===== src/rtl/riscv_pkg.sv =====
// rtl/riscv_pkg.sv - shared RV32I constants and fetch state encoding
//
// Purpose: opcode constants used by the decoder and immediate generator,
//          the NOP instruction word, and the fetch-stage state type.
// Ports:   none (package).

package riscv_pkg;

  localparam logic [6:0] OPC_LUI    = 7'b0110111;
  localparam logic [6:0] OPC_AUIPC  = 7'b0010111;
  localparam logic [6:0] OPC_JAL    = 7'b1101111;
  localparam logic [6:0] OPC_JALR   = 7'b1100111;
  localparam logic [6:0] OPC_BRANCH = 7'b1100011;
  localparam logic [6:0] OPC_LOAD   = 7'b0000011;
  localparam logic [6:0] OPC_STORE  = 7'b0100011;
  localparam logic [6:0] OPC_OP_IMM = 7'b0010011;
  localparam logic [6:0] OPC_OP     = 7'b0110011;
  localparam logic [6:0] OPC_SYSTEM = 7'b1110011;

  // addi x0, x0, 0
  localparam logic [31:0] NOP_INSN = 32'h0000_0013;

  typedef enum logic [2:0] {
    FETCH_IDLE  = 3'd0,
    FETCH_REQ   = 3'd1,
    FETCH_WAIT  = 3'd2,
    FETCH_HOLD  = 3'd3,
    FETCH_FAULT = 3'd4
  } fetch_state_t;

endpackage


===== src/rtl/next_pc_logic.sv =====
// rtl/next_pc_logic.sv - combinational next-PC selection and misalign detect
//
// Purpose: selects the PC following the presented instruction.
// Ports:
//   i_pc           current PC
//   i_imm32        sign-extended immediate of the current instruction
//   i_rs1_data     rs1 operand (jalr base)
//   i_branch_taken conditional branch resolved taken
//   i_jal          current instruction is jal
//   i_jalr         current instruction is jalr
//   o_next_pc      selected next PC
//   o_pc_plus4     i_pc + 4 (also the link value)
//   o_misaligned   o_next_pc is not word aligned

module next_pc_logic (
  input  logic [31:0] i_pc,
  input  logic [31:0] i_imm32,
  input  logic [31:0] i_rs1_data,
  input  logic        i_branch_taken,
  input  logic        i_jal,
  input  logic        i_jalr,
  output logic [31:0] o_next_pc,
  output logic [31:0] o_pc_plus4,
  output logic        o_misaligned
);

  logic [31:0] w_pc_plus_imm;
  logic [31:0] w_jalr_target;

  assign o_pc_plus4    = i_pc + 32'd4;
  assign w_pc_plus_imm = i_pc + i_imm32;
  // jalr clears bit 0 only; bit 1 can still be set and must raise a fault
  assign w_jalr_target = (i_rs1_data + i_imm32) & ~32'h1;

  // jalr beats jal, and any jump beats a taken branch
  always_comb begin
    o_next_pc = o_pc_plus4;
    if (i_jalr) begin
      o_next_pc = w_jalr_target;
    end else if (i_jal || i_branch_taken) begin
      o_next_pc = w_pc_plus_imm;
    end
  end

  assign o_misaligned = |o_next_pc[1:0];

endmodule


===== src/rtl/instruction_fetch.sv =====
// rtl/instruction_fetch.sv - RV32I fetch stage with req/ack instruction memory port
//
// Purpose: holds the PC, issues one-cycle word reads, presents one
//          instruction at a time, and advances the PC when it is retired.
// Ports:
//   clk, rst_n    clock, synchronous active-low reset
//   imem_req      one-cycle read request
//   imem_addr     word address pc[IMEM_AW+1:2]
//   imem_ack      read data valid (honoured only while waiting)
//   imem_rdata    instruction word with imem_ack
//   instruction   registered instruction to decoder
//   inst_valid    instruction and pc are valid
//   pc, pc_plus4  address of instruction and its link value
//   inst_ready    core retires the presented instruction
//   branch_taken, jal, jalr, imm32, rs1_data   next-PC controls
//   fetch_fault   sticky misaligned-target fault

module instruction_fetch
  import riscv_pkg::*;
#(
  parameter logic [31:0] RESET_PC = 32'h0000_0000,
  parameter int          IMEM_AW  = 14
) (
  input  logic               clk,
  input  logic               rst_n,
  output logic               imem_req,
  output logic [IMEM_AW-1:0] imem_addr,
  input  logic               imem_ack,
  input  logic [31:0]        imem_rdata,
  output logic [31:0]        instruction,
  output logic               inst_valid,
  output logic [31:0]        pc,
  output logic [31:0]        pc_plus4,
  input  logic               inst_ready,
  input  logic               branch_taken,
  input  logic               jal,
  input  logic               jalr,
  input  logic [31:0]        imm32,
  input  logic [31:0]        rs1_data,
  output logic               fetch_fault
);

  fetch_state_t r_state;
  logic [31:0]  r_pc;
  logic [31:0]  r_instruction;
  logic         r_inst_valid;

  logic [31:0]  w_next_pc;
  logic         w_misaligned;

  next_pc_logic u_next_pc (
    .i_pc           (r_pc),
    .i_imm32        (imm32),
    .i_rs1_data     (rs1_data),
    .i_branch_taken (branch_taken),
    .i_jal          (jal),
    .i_jalr         (jalr),
    .o_next_pc      (w_next_pc),
    .o_pc_plus4     (pc_plus4),
    .o_misaligned   (w_misaligned)
  );

  always_ff @(posedge clk) begin
    if (!rst_n) begin
      r_state       <= FETCH_IDLE;
      r_pc          <= RESET_PC;
      r_instruction <= NOP_INSN;
      r_inst_valid  <= 1'b0;
    end else begin
      case (r_state)
        FETCH_IDLE: r_state <= FETCH_REQ;
        FETCH_REQ:  r_state <= FETCH_WAIT;
        // Only WAIT listens to imem_ack, so stale acks after a reset are dropped
        FETCH_WAIT: begin
          if (imem_ack) begin
            r_instruction <= imem_rdata;
            r_inst_valid  <= 1'b1;
            r_state       <= FETCH_HOLD;
          end
        end
        FETCH_HOLD: begin
          if (inst_ready) begin
            r_pc         <= w_next_pc;
            r_inst_valid <= 1'b0;
            r_state      <= w_misaligned ? FETCH_FAULT : FETCH_REQ;
          end
        end
        FETCH_FAULT: r_state <= FETCH_FAULT;
        default:     r_state <= FETCH_IDLE;
      endcase
    end
  end

  assign imem_req    = (r_state == FETCH_REQ);
  assign fetch_fault = (r_state == FETCH_FAULT);
  assign imem_addr   = r_pc[IMEM_AW+1:2];
  assign pc          = r_pc;
  assign instruction = r_instruction;
  assign inst_valid  = r_inst_valid;

endmodule


===== config.mk =====
export PLATFORM = sky130hd
export DESIGN_NAME = instruction_fetch
export DESIGN_NICKNAME = d
export VERILOG_FILES = /design/src/rtl/riscv_pkg.sv /design/src/rtl/next_pc_logic.sv /design/src/rtl/instruction_fetch.sv
export SDC_FILE = /design/constraint.sdc
export NUM_CORES = 1
export LEC_CHECK = 0
export ABC_AREA = 1
export CORE_MARGIN = 2
export CORE_UTILIZATION = 24
export CTS_CLUSTER_DIAMETER = 80
export DETAILED_ROUTE_END_ITERATION = 16
export MAX_ROUTING_LAYER = met4
export PLACE_DENSITY_LB_ADDON = 0.1
export SLEW_MARGIN = 20
export SYNTH_ARGS = -nofsm -noshare
export SYNTH_HDL_FRONTEND = slang
export SYNTH_HIERARCHICAL = 1
export SYNTH_SLANG_ARGS = --single-unit

===== constraint.sdc =====
create_clock -name clk -period 2.7 [get_ports clk]
set_input_delay 0.81 -clock clk [delete_from_list [all_inputs] [get_ports clk]]
set_output_delay 0.81 -clock clk [all_outputs]
set_load 0.01 [all_outputs]

==> results of run 1 <==
-- layout make-up --
type	count	area (µm²)	area share [%]
multi-input combinational	1292	7767	48.93
sequential	68	1416	8.923
antenna	4	10.01	0.06306
tap	474	593.1	3.736
clock buffer	9	225.2	1.419
clock inverter	7	81.33	0.5123
timing repair buffer	551	4741	29.87
inverter	277	1040	6.550
-- worst max path at each step --
stage,depth (start not counted),to,from
after floorplan,15,pc[22]$_SDFFE_PN0P_,imm32[0]
after global placement,15,pc[23]$_SDFFE_PN0P_,imm32[14]
after detailed placement,18,pc[23]$_SDFFE_PN0P_,imm32[2]
after CTS,8,pc_plus4[19],pc[9]$_SDFFE_PN0P_
after global routing,15,pc[23]$_SDFFE_PN0P_,rs1_data[12]
final,8,pc_plus4[19],pc[9]$_SDFFE_PN0P_
-- sequential cells by signal, summed over array words and instances (netlist names) --
| signal | count |
|---|---|
| inst_valid | 1 |
| pc | 32 |
| instruction | 32 |
| r_state | 3 |
-- through the flow --
| step | worst slack (ns) | instances |
|---|---|---|
| after floorplan | 0.1482 | 1692 |
| final | 0.03966 | 2682 |
| after global routing | -0.06521 | 2681 |
| after detailed placement | -0.7303 | 2625 |
| after CTS | -0.1668 | 2666 |
| after global placement | -0.8005 | 2625 |
-- critical path: cells and delay by family (launching register included) --
family | cells | cell delay, ns
DFF | 1 | 0.37
and+or+nand+nor | 6 | 0.89
buffers and inverters | 2 | 0.22
-- repair_timing --
item / in CTS / in global routing
setup endpoints to repair: 55 / 51
gates resized for setup: 285 / 249
pin swaps: 54 / 91
buffers inserted: 25 / 12
-- layout by cell type (no fill, tap or decap), types with 27 or more instances in the layout --
cell type        synthesis  layout
a21oi_1                111      75
a21oi_2                  1      34
buf_4                   25     316
clkdlybuf4s50_1          0     138
dfxtp_1                 68      48
dlymetal6s2s_1           0      27
ha_4                     0      40
inv_1                  268     262
nand2_1                609     509
nand2_2                  6      94
nand3_1                162     145
nor2_1                 187     134
nor2_2                   9      42
-- power by group --
group / internal [W] / switching [W] / leakage (nW)
Combinational: 0.00102 / 0.00118 / 7.50
Clock: 0.000731 / 0.000591 / 0.147
Sequential: 0.00105 / 0.0000470 / 0.565
-- logic make-up after synthesis --
kind of cell / Yosys count / share of synthesized area, %
and+or+nand+nor: 1040 / 48.56
adders and majority gates: 64 / 9.042
buffers and inverters: 332 / 14.98
AOI/OAI and AO/OA: 155 / 8.834
xor gates and xnor gates: 33 / 3.495
DFF: 68 / 15.09
-- routing by layer --
layer  share of wire [%]  wire length [µm]  vias up
met5                   0                 0        -
li1                    -                 -     6266
met2                  46             20990      294
met1                  47             21450     5706
met3                 4.5              2060       44
met4                 2.2               980        0
==> metrics.yaml, run 1 <==
status: "finished clean"
crit_slowest_cell: "dfxtp_4"
hold_ws_ns: 0.4668
synth.distinct_cells: 40
htreeDepth: 3
r2r_end: "pc[14]$_SDFFE_PN0P_"
numCtsBuffers: 9
clk_path_buf_depth: 2
clk_pin_slew_ns: 0.06
drv_cap: 0
initial_core_util_pct: 24.18
routed_wl_um: 45480
hold_depth: 2
arrival_ns: 1.85
synth_common_cells: "609 x nand2_1, 268 x inv_1, 187 x nor2_1"
clock_skew_ns: 0.01147
yosysMostFrequentCell: "nand2_1"
grt_start_max_net_pins: 36
r2r_slack_ns: 0.33
worstPathRequired_ns: 1.89
cts-root-buf: "clkbuf_16"
drc: 0
grt-busiest-layer: "met2"
track_usage_pct: 23.47
first_global_vias: 11867
hold_class: "reg -> reg"
io_buffers: 215
cts_sinks: 68
ctsHoldBuffers: 0
finalMaxSlewViolations: 0
endpoint_kind: "primary output"
peakVddDrop_v: 0.0002784
min_to: "instruction[0]$_SDFFE_PN1P_"
clock_latency_ns: 0.36
antenna_found_initial: 3
hold_start: "instruction[0]$_SDFFE_PN1P_"
setup_viol_count_final: 0
place.gp.congestion: 0.9129
cts_tree: "yes"
drtIter0Drc: 795
vias: 12310
grt_pass1_wl_um: 67060
start_kind: "flop"
grt_overflow: 0
placed_cell_area_um2: 13750
first_pass_iters: 5
critPathKind: "reg -> out"
use_met3_pct: 2.521
hpwl_um: 37130
reg2regPathDepth: 17
rows: 71
yosys.area.top_type: "nand2_1"
synthTopCellsByArea: "nand2_1 25%, dfxtp_1 15%, inv_1 11%"
fmax_ghz: 0.3759
leakagePower_nw: 8.215
die_h_um: 197.9
ios: 216
timing.rr.start: "pc[5]$_SDFFE_PN0P_"
wl_per_cell_um: 16.96
power_w: 0.004628
syn-cell-area_um2: 9022
layout-drive-gt1-share_pct: 32.58
synth_seq_cells: 68
rsz0062_at_grt: "true"
power_density_nw_per_um2: 291.5
ant_nets: 0
yosys_most_used_dff: "dfxtp_1"
crit_chain: "nand2_4, nor2_4, buf_6, nand4_1, nor3_4, or2_4, nand2_4, buf_6"
dieArea_um2: 39160
met1_usage_pct: 31.00
fin_crit_ns: 2.660
viasPerCell: 4.590
die_w_um: 197.9
final_area_um2: 15870
synthCells: 1692
area_growth_pct: 75.94
cp_max_fo: 3
synth_top_area_share_pct: 25.34
num-nets-final: 2366
core-area_um2: 37310
fin_util_pct: 42.55
syn_avg_cell_area_um2: 5.332
synth_edf_count: 0
fillers: 4021
fin_tns_setup_ns: 0
use_met2_pct: 37.90
slew_headroom_pct: 64.06
tightestPinTransition_ns: 0.5391
hold_viol_final: 0
ys_warn_count: 6
period_share_pct: 98.53
yosysSeqAreaShare_pct: 15.09
async_flop_share_pct: 0
synth_nets: 1859
critPathMaxStageDelay_ns: 0.37
Note: power is estimated with default switching activity, not from simulation.
==> inputs of run 2 (changes only) <==
--- a/config.mk
+++ b/config.mk
@@ -15,5 +15,4 @@
 export SLEW_MARGIN = 20
 export SYNTH_ARGS = -nofsm -noshare
 export SYNTH_HDL_FRONTEND = slang
-export SYNTH_HIERARCHICAL = 1
 export SYNTH_SLANG_ARGS = --single-unit
==> run 2 against run 1 <==
Compared with the run above:
- total power rose by 23%
- via count fell by 7.2%
- first-iteration DRC count fell by 16%
- sequential power rose by 15%
- worst setup slack got worse by 0.029 ns
- final area fell by 5.2%
- maximum frequency fell by 1.1%
- combinational power rose by 41%
- utilization rose by 0.051 points
- critical path type unchanged
- critical endpoint is now pc_plus4[25]
- largest cell class unchanged
- highest routed layer unchanged
==> metrics.yaml, run 2 <==
timing.rr.start: "pc[2]$_SDFFE_PN0P_"  # was pc[5]$_SDFFE_PN0P_
fillers: 3759  # was 4021
synthTopCellsByArea: "nand2_1 22%, dfxtp_1 16%, inv_1 9.7%"  # was nand2_1 25%, dfxtp_1 15%, inv_1 11%
power_density_nw_per_um2: 378.6  # was 291.5 nW/µm²
grt_start_max_net_pins: 51  # was 36
worstPathRequired_ns: 1.89  # about the same
critPathKind: "reg -> out"  # unchanged
rsz0062_at_grt: "true"  # unchanged
hold_depth: 2  # unchanged
first_pass_iters: 5  # unchanged
drtIter0Drc: 671  # was 795
synth_seq_cells: 68  # unchanged
dieArea_um2: 37120  # was 39160 µm²
ys_warn_count: 0  # was 6
rows: 69  # was 71
met1_usage_pct: 30.78  # was 31.00%
grt_overflow: 0  # unchanged
start_kind: "flop"  # unchanged
numCtsBuffers: 9  # unchanged
synthCells: 1552  # was 1692
synth_top_area_share_pct: 22.24  # was 25.34%
post-place-ws_ns: -0.5728  # was -0.7303 ns
r2r_end: "pc[11]$_SDFFE_PN0P_"  # was pc[14]$_SDFFE_PN0P_
die_h_um: 192.7  # was 197.9 µm
clk_pin_slew_ns: 0.07  # was 0.06 ns
power_w: 0.005694  # was 0.004628 W
antenna_found_initial: 1  # was 3
fmax_ghz: 0.3718  # was 0.3759 GHz
setup_viol_count_final: 0  # unchanged
period_share_pct: 99.60  # was 98.53%
hold_class: "reg -> reg"  # unchanged
num-nets-final: 2218  # was 2366
use_met3_pct: 2.437  # was 2.521%
fin_util_pct: 42.60  # was 42.55%
fin_crit_ns: 2.689  # was 2.660 ns
first_global_vias: 11171  # was 11867
layout_common_cells: "446 x nand2_1, 305 x buf_4, 213 x inv_1, 158 x nor2_1, 148 x clkdlybuf4s50_1"  # was 509 x nand2_1, 316 x buf_4, 262 x inv_1, 145 x nand3_1, 138 x clkdlybuf4s50_1
synth_edf_count: 0  # unchanged
finalMaxSlewViolations: 0  # unchanged
cts_tree: "yes"  # unchanged
wl_per_cell_um: 17.16  # was 16.96 µm
min_to: "instruction[1]$_SDFFE_PN1P_"  # was instruction[0]$_SDFFE_PN1P_
placed_cell_area_um2: 13320  # was 13750 µm²
mostFrequentLayoutCell: "nand2_1"  # unchanged
yosysSeqAreaShare_pct: 15.94  # was 15.09%
ant_nets: 0  # unchanged
yosys.area.top_type: "nand2_1"  # unchanged
cp_max_fo: 4  # was 3
leakagePower_nw: 7.787  # was 8.215 nW
clock_latency_ns: 0.36  # about the same
r2r_slack_ns: 0.38  # was 0.33 ns
cts_sinks: 68  # unchanged
cts-root-buf: "clkbuf_16"  # unchanged
yosysMostFrequentCell: "nand2_1"  # unchanged
multiInputGateArea_um2: 7193  # was 7767 µm²
grt-busiest-layer: "met2"  # unchanged
syn-cell-area_um2: 8542  # was 9022 µm²
peakVddDrop_v: 0.0003456  # was 0.0002784 V
use_met2_pct: 38.45  # was 37.90%
io_buffers: 215  # unchanged
slew_headroom_pct: 29.83  # was 64.06%
viasPerCell: 4.539  # was 4.590
worst_slack_ns: 0.01067  # was 0.03966 ns
initial_core_util_pct: 24.19  # was 24.18%
ios: 216  # unchanged
status: "finished clean"  # unchanged
syn_avg_cell_area_um2: 5.504  # was 5.332 µm²
grt_pass1_wl_um: 62960  # was 67060 µm
die_w_um: 192.7  # was 197.9 µm
hpwl_um: 35290  # was 37130 µm
endpoint_kind: "primary output"  # unchanged
reg2regPathDepth: 14  # was 17
hold_start: "instruction[1]$_SDFFE_PN1P_"  # was instruction[0]$_SDFFE_PN1P_
hold_viol_final: 0  # unchanged
drc: 0  # unchanged
clk_path_buf_depth: 2  # unchanged
final_area_um2: 15040  # was 15870 µm²
place.gp.congestion: 0.9466  # was 0.9129
ctsHoldBuffers: 0  # unchanged
core-area_um2: 35310  # was 37310 µm²
track_usage_pct: 23.46  # was 23.47%
clock_skew_ns: 0.01308  # was 0.01147 ns
layout-drive-gt1-share_pct: 30.50  # was 32.58%
arrival_ns: 1.88  # was 1.85 ns
drv_cap: 0  # unchanged
vias: 11429  # was 12310
tightestPinTransition_ns: 1.051  # was 0.5391 ns
async_flop_share_pct: 0  # unchanged
synth.distinct_cells: 44  # was 40
yosys_most_used_dff: "dfxtp_1"  # unchanged
htreeDepth: 3  # unchanged
synth_nets: 1719  # was 1859
synth_common_cells: "506 x nand2_1, 220 x inv_1, 190 x nor2_1"  # was 609 x nand2_1, 268 x inv_1, 187 x nor2_1
area_growth_pct: 76.08  # was 75.94%
routed_wl_um: 43200  # was 45480 µm
ff_latch_area_um2: 1406  # was 1416 µm²
==> run 2: area by class of cell <==
cell class | instances | share of cell area, %
timing repair buffer | 535 | 30.91
multi-input combinational | 1200 | 47.82
clock buffer | 9 | 1.497
sequential | 68 | 9.350
tap | 461 | 3.835
clock inverter | 7 | 0.5574
inverter | 237 | 6.006
antenna | 1 | 0.01664
==> run 2: through the flow <==
stage / setup TNS [ns] / cells / hold WS [ns]
after floorplan: 0 / 1552 / 0.4911
after global placement: -14.60 / 2476 / 0.4402
after detailed placement: -15.36 / 2476 / 0.4462
after CTS: -0.1395 / 2505 / 0.4637
after global routing: -0.5082 / 2518 / 0.4874
final: 0 / 2518 / 0.4627
==> run 2: how the worst max path moves through the flow <==
stage                             startpoint             endpoint  slack [ns]  cells after the start
after floorplan                     imm32[0]  pc[30]$_SDFFE_PN0P_        0.25                     16
after global placement              imm32[0]  pc[18]$_SDFFE_PN0P_       -0.55                     16
after detailed placement            imm32[2]  pc[15]$_SDFFE_PN0P_       -0.57                     12
after CTS                 pc[8]$_SDFFE_PN0P_         pc_plus4[19]       -0.12                      9
after global routing      pc[2]$_SDFFE_PN0P_         pc_plus4[25]       -0.09                     10
final                     pc[2]$_SDFFE_PN0P_         pc_plus4[25]        0.01                     10
==> run 2: metal layers <==
layer | part of all wire (%) | routed length [µm]
met4 | 2.1 | 907
met2 | 47 | 20120
met3 | 4.8 | 2077
met5 | 0 | 0
met1 | 47 | 20090
==> run 2: cells by family (layout without fill, tap and decap cells) <==
| group | count (synthesis) | after routing | share of synthesized area, % |
|---|---|---|---|
| AOI/OAI and AO/OA | 200 | 200 | 12.35 |
| xor gates and xnor gates | 35 | 35 | 3.940 |
| adders and majority gates | 64 | 64 | 9.550 |
| buffers and inverters | 284 | 788 | 13.30 |
| DFF | 68 | 68 | 15.94 |
| other | 0 | 1 | 0 |
| and+or+nand+nor | 901 | 901 | 44.92 |
==> run 2: repair_timing <==
action	4_1_cts	5_1_grt
pin swaps	16	58
resized for setup	182	233
endpoints found under the setup margin	51	47
setup buffers	13	12
==> run 2: power breakdown <==
part | switching (W) | leakage [nW] | internal, W
combinational | 0.00163 | 7.08 | 0.00149
clock | 0.000573 | 0.149 | 0.000733
sequential | 0.000114 | 0.564 | 0.00116
==> run 2: critical path: stages, from the launching register on <==
cell and delay (ns):
dfxtp_4 0.37, buf_6 0.10, nand3_4 0.12, inv_4 0.09
nand2_4 0.05, nor2_4 0.17, buf_6 0.12, nand4_4 0.09
o21ai_1 0.17, nand2_2 0.10, buf_6 0.14
